$ cat src/rtl/alu_pkg.sv
// Shared types for the ALU result path: buffer state and the flag-annotated result word.
package alu_pkg;

  localparam int unsigned ALU_WIDTH = 6;

  typedef enum logic [1:0] {
    EMPTY = 2'd0,
    ONE   = 2'd1,
    TWO   = 2'd2
  } res_state_t;

  typedef struct packed {
    logic [ALU_WIDTH-1:0] z;
    logic                 overFlow;
    logic                 zero;
    logic                 neg;
  } alu_result_t;

endpackage

$ cat src/rtl/alu_flag_gen.sv
// Packs an adder sum and overflow bit into a result word with zero/negative flags.
module alu_flag_gen
  import alu_pkg::*;
(
  input  logic [ALU_WIDTH-1:0] inZ,
  input  logic                 inOverFlow,
  output alu_result_t          result
);

  always_comb begin
    result          = '0;
    result.z        = inZ;
    result.overFlow = inOverFlow;
    result.zero     = (inZ == '0);
    result.neg      = inZ[ALU_WIDTH-1];
  end

endmodule

$ cat src/rtl/alu_result_stage.sv
// Registered output stage after the adder: 2-entry skid buffer, flags, sticky overflow, counter.
module alu_result_stage
  import alu_pkg::*;
#(
  parameter int unsigned WIDTH     = ALU_WIDTH,
  parameter int unsigned CNT_WIDTH = 8
) (
  input  logic                 clk,
  input  logic                 rst_n,
  input  logic                 inValid,
  output logic                 inReady,
  input  logic [WIDTH-1:0]     inZ,
  input  logic                 inOverFlow,
  output logic                 outValid,
  input  logic                 outReady,
  output logic [WIDTH-1:0]     outZ,
  output logic                 outOverFlow,
  output logic                 outZero,
  output logic                 outNeg,
  input  logic                 clrSticky,
  output logic                 stickyOverFlow,
  output logic [CNT_WIDTH-1:0] opCount
);

  res_state_t           state_q;
  alu_result_t          m_q;
  alu_result_t          s_q;
  alu_result_t          cap;
  logic                 in_ready_q;
  logic                 sticky_q;
  logic [CNT_WIDTH-1:0] cnt_q;
  logic                 in_xfer;
  logic                 out_xfer;

  alu_flag_gen u_flag_gen (
    .inZ        (inZ),
    .inOverFlow (inOverFlow),
    .result     (cap)
  );

  assign outValid = (state_q == ONE) || (state_q == TWO);
  assign in_xfer  = inValid & in_ready_q;
  assign out_xfer = outValid & outReady;

  always_ff @(posedge clk or negedge rst_n) begin
    if (!rst_n) begin
      state_q    <= EMPTY;
      m_q        <= '0;
      s_q        <= '0;
      in_ready_q <= 1'b1;
    end else begin
      case (state_q)
        EMPTY: begin
          in_ready_q <= 1'b1;
          if (in_xfer) begin
            m_q     <= cap;
            state_q <= ONE;
          end
        end
        ONE: begin
          if (in_xfer && out_xfer) begin
            m_q <= cap;
          end else if (in_xfer) begin
            s_q        <= cap;
            state_q    <= TWO;
            in_ready_q <= 1'b0;
          end else if (out_xfer) begin
            state_q <= EMPTY;
          end
        end
        TWO: begin
          if (out_xfer) begin
            m_q        <= s_q;
            state_q    <= ONE;
            in_ready_q <= 1'b1;
          end
        end
        default: begin
          state_q    <= EMPTY;
          in_ready_q <= 1'b1;
        end
      endcase
    end
  end

  // A new overflow in the same cycle as clrSticky takes priority over the clear.
  always_ff @(posedge clk or negedge rst_n) begin
    if (!rst_n) begin
      sticky_q <= 1'b0;
    end else if (in_xfer && inOverFlow) begin
      sticky_q <= 1'b1;
    end else if (clrSticky) begin
      sticky_q <= 1'b0;
    end
  end

  always_ff @(posedge clk or negedge rst_n) begin
    if (!rst_n) begin
      cnt_q <= '0;
    end else if (out_xfer && (cnt_q != '1)) begin
      cnt_q <= cnt_q + 1'b1;
    end
  end

  assign inReady        = in_ready_q;
  assign outZ           = m_q.z;
  assign outOverFlow    = m_q.overFlow;
  assign outZero        = m_q.zero;
  assign outNeg         = m_q.neg;
  assign stickyOverFlow = sticky_q;
  assign opCount        = cnt_q;

endmodule

$ cat config.mk
export PLATFORM = sky130hd
export DESIGN_NAME = alu_result_stage
export DESIGN_NICKNAME = d
export VERILOG_FILES = /design/src/rtl/alu_pkg.sv /design/src/rtl/alu_flag_gen.sv /design/src/rtl/alu_result_stage.sv
export SDC_FILE = /design/constraint.sdc
export NUM_CORES = 1
export LEC_CHECK = 0
export CAP_MARGIN = 20
export CORE_MARGIN = 2
export CORE_UTILIZATION = 30
export DETAILED_ROUTE_END_ITERATION = 8
export SYNTH_ARGS = -nofsm -noshare
export SYNTH_HDL_FRONTEND = slang
export SYNTH_SLANG_ARGS = --single-unit
$ cat constraint.sdc
create_clock -name clk -period 4.4 [get_ports clk]
set_input_delay 0.88 -clock clk [delete_from_list [all_inputs] [get_ports clk]]
set_output_delay 0.88 -clock clk [all_outputs]
set_load 0.01 [all_outputs]
Word level (Yosys, flattened, before mapping)
Index checks and enable logic that the tools add are counted.

word-level totals
  register bits after elaboration = 30
  input port bits = 12
  output and inout port bits = 20
  logic and storage cells = 53

cells by class
  add/sub/neg operators = 1
  eq/ne operators = 9
  multiplexer cells = 16
  bitwise operators = 3
  reduce and logical (&&, ||, !) cells = 12

operator list
  kind                                                    number
  two-way mux 9 bit                                       3
  one-hot mux 9 bit (3 select lines)                      1
  two-way mux 2 bit                                       5
  adder 8 x 1 -> 8 bit (second input constant)            1
  inequality test 2 bit (second input constant)           4
  inequality test 8 bit (second input constant)           1
  AND reduction 4 bit                                     2
  logical NOT 6 bit                                       1
  one-hot mux 2 bit (3 select lines)                      1
  AND reduction 3 bit                                     2
  two-way mux 1 bit                                       5
  logical AND 1 bit                                       3
  inequality test 3 bit (second input constant)           1
  nonzero test 3 bit                                      1
  AND 1 bit                                               2
  == test 2 x 1 -> 1 bit (second input constant)          1
  == test 2 bit (second input constant)                   1
  logical NOT 2 bit                                       1
  inequality test 2 x 1 -> 1 bit (second input constant)  1
  one-hot mux 1 bit (2 select lines)                      1
  nonzero test 2 bit                                      1
  logical OR 1 bit                                        1
  NOT 1 bit                                               1

Logic depth before layout (Yosys ltp)
Gate-level depths: netlist of run 1.

  depth in word-level cells = 7
  mapped depth = 7
  depth with buffers taken out = 6

Modules after synthesis
Synthesis of run 1 repeated with hierarchy kept, for this count alone.

unflattened totals
  cells, all modules = 133
  area, all modules = 1535.2 um^2

by module, submodules not included
  module            instances  cells each  area an instance (um^2)  seq. area each (um^2)
  alu_result_stage  1          123         1457.6                   752.0
  alu_flag_gen      1          10          77.6                     0.0

Worst setup path after synthesis of run 1
No wires, ideal clock.

  path kind = input -> register
  from = input inValid
  to = register m_q (netlist bit outZ[3])
  library setup time = 73 ps
  arrival = 1848 ps
  required time = 4327 ps
  slack = 2479 ps
  cell stages on the path = 5
  path buffers = 1
  cell sequence = nand4_1 > a2111oi_4 > buf_6 > nor2_1 > a21oi_2

on the way
  cells in the longest elaborated chain, start to end = 4
  elaborated cells between the ends (all ways) = 5
  classes of those cells = eq/ne: 2; bitwise: 1; reduce/logical: 2

ends and longest elaborated chain
  what                                      RTL line                RTL
  from (decl)                               alu_result_stage.sv:10  input logic inValid,
  AND 1 bit (*)                             alu_result_stage.sv:42  assign in_xfer = inValid & in_ready_q;
  logical AND 1 bit                         alu_result_stage.sv:61  if (in_xfer && out_xfer) begin
  inequality test 2 x 1 -> 1 bit (no line)  -
  AND reduction 4 bit (no line) (*)         -
  to (signal assigned)                      alu_result_stage.sv:56  m_q <= cap;
  to (signal assigned)                      alu_result_stage.sv:62  m_q <= cap;
  to (signal assigned)                      alu_result_stage.sv:73  m_q <= s_q;
  to (decl)                                 alu_result_stage.sv:26  alu_result_t m_q;

Every way passes the cells marked *; elsewhere a longest branch is shown, timed or not.
A chain may end at the register's enable or synchronous reset.

Worst setup path in the final report of run 1
  from = input inValid
  to = register m_q (netlist bit outZero)

The elaborated chain is that of the path after synthesis.

==> qor.yml, run 1 <==
status: "completed"
cts.sinks: 28
fmax_ghz: 0.375
synth_largest_area_cell: "dfrtp_1"
clkTransAtPathRegs_ns: 0.09
die_width_um: 72.0
vias: 1048
finalSetupViolCount: 0
yosysSeqAreaShare: 0.506
cts_hold_buf: 0
rsz0062_at_grt: "false"
critPathSlowestCell: "a2111oi_4"
syn_inst: 123
power.share.clock: 0.157
cap_violations: 0
cp_slowest_stage_delay_ns: 0.87
final.fill_count: 419
ant_nets: 0
p_sw_mw: 0.463
ios: 32
numCtsBuffers: 3
path_cells: "clkdlybuf4s50_1 > nand4_1 > a2111oi_4 > o211ai_1 > o21a_1"
first_global_vias: 1071
dieArea_um2: 5180
overflow: 0
ir_drop_uv: 312
startpoint_type: "input pin"
period_share: 0.607
p_seq_frac: 0.362
max_slew_margin: 0.411
postCtsSetupRepairBufs: 0
layout.nets: 174
die_h_um: 72.0
path_max_fanout: 16
syn-cell-area_um2: 1390
synth_area_per_cell_um2: 11.3
layout_min_cycle_time_ns: 2.67
setup_slack_ns: 1.73
antenna_cells: 0
hp-class: "register to register"
grt_max_degree: 29
final_max_slew_viol_count: 0
synth_seq_cells: 28
p_comb_frac: 0.481
synth_warnings: 0
gp_congestion: 0.769
antenna_found_initial: 0
drt_iter0_drc: 21
numPortBuffers: 31
drive_above_1_share: 0.141
grt_pass1_wl_um: 4980
path_class: "input pin to register"
synthArstFlopShare: 1.00
initial_core_util: 0.314
yosysTopAreaCellShare: 0.487
areaGrowthSynthToFinish_pct: 31.1
dp_hpwl_um: 2070
arrival_ns: 2.84
rows: 24
tns_ns: 0
p_total_mw: 1.29
fp.coreArea_um2: 4410
wl_per_cell_um: 13.6
worst_pin_slew_ns: 0.884
final_util: 0.412
syn_nets: 140
ys.flop_type: "dfrtp_1"
dr.pass1.iters: 4
wl_um: 2820
root_buffer: "clkbuf_8"
cellPowerDensity_nw_per_um2: 709
synth_area_leaders: "dfrtp_1 (49%), mux2_2 (8.1%), mux2i_1 (6.5%), ha_1 (4.5%), nor2_1 (3.2%)"
p_sw_frac: 0.359
p_int_mw: 0.826
pre_cts_ws_ns: 1.40
clk_path_buf_depth: 2
skew_ns: 0.00247
critPathRequiredTime_ns: 4.57
leakage_nw: 0.735
end_kind: "register"
synth_edf_count: 0
viasPerCell: 5.04
ctsHtreeMaxLevel: 1
track_usage: 0.122
hold_viol: 0
cts_tree: "yes"
post_cts_resize_count: 0
drc: 0
ys_types: 34
clock_latency_ns: 0.27
==> through the flow <==
| step | std cells | hold slack, ns | cell area (µm²) |
|---|---|---|---|
| 3_5_place_dp | 204 | 0.500 | 1750 |
| 6_report | 208 | 0.516 | 1820 |
| 5_1_grt | 208 | 0.537 | 1820 |
| 4_1_cts | 208 | 0.523 | 1820 |
| 2_1_floorplan | 123 | 0.480 | 1390 |
| 3_3_place_gp | 204 | 0.490 | 1750 |
==> routing by layer <==
metal / global-route usage / vias up / share of wire
met5: 0 / - / 0
met1: 0.147 / 514 / 0.46
met4: 0.0252 / 0 / 0.0050
met3: 0.0375 / 2 / 0.055
li1: - / 505 / -
met2: 0.215 / 27 / 0.48
==> kinds of logic (layout without fill, tap and decap cells) <==
group | after synthesis | count (layout) | share of synthesized area
buf+inv | 8 | 41 | 0.0298
simple gates | 37 | 37 | 0.129
mux | 19 | 19 | 0.146
xor+xnor | 2 | 2 | 0.0126
flops | 28 | 28 | 0.506
compound gates | 24 | 24 | 0.131
fa+ha+maj | 5 | 5 | 0.0451
==> Yosys cell counts (4+ instances only) <==
master,instances
nor2_1,12
ha_1,5
inv_1,5
nand4_1,4
mux2i_1,9
nand2_1,6
a21oi_1,7
mux2_2,10
nand3_1,6
dfrtp_1,27
==> cells in the final DEF, fill, tap and decap left out, types with 2 or more instances in the layout <==
cell / synthesis / routed
inv_1: 5 / 5
dfrtp_1: 27 / 27
clkbuf_8: 0 / 3
nand2_1: 6 / 6
o21ai_0: 2 / 2
a21boi_0: 2 / 2
a21oi_2: 2 / 2
mux2i_1: 9 / 9
nand4_1: 4 / 4
xnor2_1: 2 / 2
a31oi_1: 2 / 2
a21oi_1: 7 / 7
o21a_1: 2 / 2
nor2_1: 12 / 12
clkdlybuf4s50_1: 0 / 31
mux2_2: 10 / 10
nand3_1: 6 / 6
nand2b_1: 2 / 2
ha_1: 5 / 5
nor3_1: 2 / 2
==> power by group through the flow <==
| stage | registers, mW | clock network, mW | logic [mW] |
|---|---|---|---|
| CTS | 0.467 | 0.208 | 0.631 |
| global route | 0.486 | 0.221 | 0.690 |
| global placement | 0.466 | 0 | 0.609 |
| detailed placement | 0.472 | 0 | 0.627 |
| floorplan | 0.487 | 0 | 0.372 |
| finish | 0.466 | 0.202 | 0.620 |
==> path summary, 6_finish.rpt <==
check                      startpoint             end  slack (ns)  cells past startpoint
max                           inValid         outZero        1.73                      5
min                           outZero         outZero        0.52                      1
max reg2reg                state_q[0]         outZero        1.97                      6
min reg2reg                   outZero         outZero        0.52                      1
max in group asynchronous       rst_n         inReady        3.12                      2
min in group asynchronous       rst_n  stickyOverFlow        0.98                      2
==> registers in the layout (all words and copies together), names as in the netlist <==
name and flops:
inReady 1, opCount 8, stickyOverFlow 1, outNeg 1, outOverFlow 1, outZero 1, outZ 5, s_q 8
state_q 2
==> critical path: cells and delay by family <==
family                 cells  cell delay, ns
AO/OA/AOI/OAI              3            1.21
buffers and inverters      1            0.57
AND/OR/NAND/NOR            1            0.18
==> layout make-up <==
cell class,instances,area (µm²),area share
repair buffers,32,318,0.175
flip-flops and latches,28,702,0.386
clock inverters,1,30.0,0.0165
inverters,5,18.8,0.0103
clock buffers,3,41.3,0.0227
well taps,52,65.1,0.0358
multi-input cells,87,643,0.354
Note: power is estimated with default switching activity, not from simulation.
==> inputs of run 2 (changes only) <==
==> constraint.sdc (replaced) <==
create_clock -name clk -period 2.3 [get_ports clk]
set_input_delay 0.46 -clock clk [delete_from_list [all_inputs] [get_ports clk]]
set_output_delay 0.46 -clock clk [all_outputs]
set_load 0.01 [all_outputs]
==> run 2 against run 1 <==
Compared with the run above:
- worst setup slack got worse by 1.6 ns
- clock-buffer cell count increased by 1
- sequential power is 90% higher
- final cell count grew 1.9%
- sequential share of layout area down 0.34 points
- register-to-register slack got worse by 1.6 ns
- power rose by 88%
- via count is 1.4% higher
- die area is the same
- non-clock buffer count is 4 higher
- clock skew is essentially flat
==> qor.yml, run 2 (same netlist as run 1, synthesis figures left out) <==
wl_per_cell_um: 12.6
path_max_fanout: 7
gp_congestion: 0.773
p_total_mw: 2.43
layout_min_cycle_time_ns: 2.19
reg2reg_slack_ns: 0.36
place_inst: 208
wl_um: 2670
arrival_ns: 1.73
numCtsBuffers: 3
root_buffer: "clkbuf_8"
overflow: 0
cap_violations: 0
startpoint_type: "register"
drive_above_1_share: 0.169
areaGrowthSynthToFinish_pct: 32.3
layout.nets: 178
timing.rr.end: "state_q[0]"
die_h_um: 72.0
cts_tree: "yes"
drt_iter0_drc: 41
dieArea_um2: 5180
max_slew_margin: 0.656
period_share: 0.951
crit_start: "state_q[1]"
drc: 0
numPortBuffers: 31
grt.busiest_layer: "met2"
ant_nets: 0
initial_core_util: 0.314
dp_hpwl_um: 2080
rsz0062_at_grt: "false"
setup_slack_ns: 0.114
min_path_cells: 1
die_width_um: 72.0
layout_common_cells: "clkdlybuf4s50_1 (31), dfrtp_1 (27), nor2_1 (12), mux2_2 (10), mux2i_1 (9)"
fp.coreArea_um2: 4410
final.fill_count: 423
ctsHtreeMaxLevel: 1
viasPerCell: 5.01
first_global_vias: 1023
pre_cts_ws_ns: 0.188
grt_max_degree: 29
r2r_start: "state_q[1]"
final_max_slew_viol_count: 0
ios: 32
leakage_nw: 0.746
vias: 1063
tns_ns: 0
rows: 24
final_util: 0.416
finalSetupViolCount: 0
critPathRequiredTime_ns: 1.84
antenna_found_initial: 0
cellPowerDensity_nw_per_um2: 1320
end_kind: "output pin"
ir_drop_uv: 480
track_usage: 0.115
grt_pass1_wl_um: 4690
reg2reg_depth: 6
skew_ns: 0.00267
layout_commonest_cell: "clkdlybuf4s50_1"
grtUsageMet1: 0.134
min_to: "outZero"
worst_pin_slew_ns: 0.511
clock_latency_ns: 0.27
clkTransAtPathRegs_ns: 0.09
antenna_cells: 0
fmax_ghz: 0.457
hold_viol: 0
use_met2: 0.194
cts_hold_buf: 0
hp-class: "register to register"
path_class: "register to output pin"
hp-start: "outZero"
status: "completed"
clk_path_buf_depth: 2
dr.pass1.iters: 4
gr-usage-met3: 0.0444
layout.cells.non_filler: 212
cts.sinks: 28
run 2: cell count changes in the layout (fill, tap and decap cells not counted):
cell	previous run	this run
ha_2	0	1
buf_4	1	5
clkbuf_8	3	4
bufinv_16	1	0
ha_1	5	4
run 2: metal layers:
layer | share of wire | routed length (µm)
met5 | 0 | 0
met4 | 0.014 | 38
met2 | 0.48 | 1280
met1 | 0.44 | 1170
met3 | 0.066 | 175
run 2: worst max path at each step:
| stage | slack [ns] | depth (start not counted) | endpoint |
|---|---|---|---|
| floorplan | 0.39 | 7 | outZ[3] |
| global placement | 0.22 | 5 | state_q[0] |
| detailed placement | 0.19 | 6 | outOverFlow |
| CTS | 0.08 | 3 | outValid |
| global route | 0.02 | 3 | outValid |
| finish | 0.11 | 3 | outValid |
run 2: repair_timing:
item	4_1_cts	5_1_grt
setup endpoints to repair	0	1
resized for setup	0	1
buffers inserted	0	0
run 2: layout make-up:
cell class	count	area [µm²]	share of cell area
well taps	52	65.1	0.0355
inverters	5	18.8	0.0102
multi-input cells	87	646	0.352
repair buffers	36	348	0.190
clock buffers	4	55.1	0.0300
flip-flops and latches	28	702	0.383
run 2: worst max-delay path, cell delays in order (launching register included):
cell and delay, ns:
dfrtp_1 0.42, inv_1 0.08, ha_2 0.40, clkdlybuf4s50_1 0.55
run 2: where the power goes:
| part | total (mW) | internal (mW) | switching [mW] |
|---|---|---|---|
| clock network | 0.297 | 0.153 | 0.144 |
| logic | 1.24 | 0.683 | 0.561 |
| registers | 0.887 | 0.719 | 0.168 |
run 2: per-stage QoR:
step	hold WS (ns)	cell area (µm²)
2_1_floorplan	0.164	1390
3_3_place_gp	0.490	1780
3_5_place_dp	0.483	1780
4_1_cts	0.505	1830
5_1_grt	0.526	1830
6_report	0.499	1830
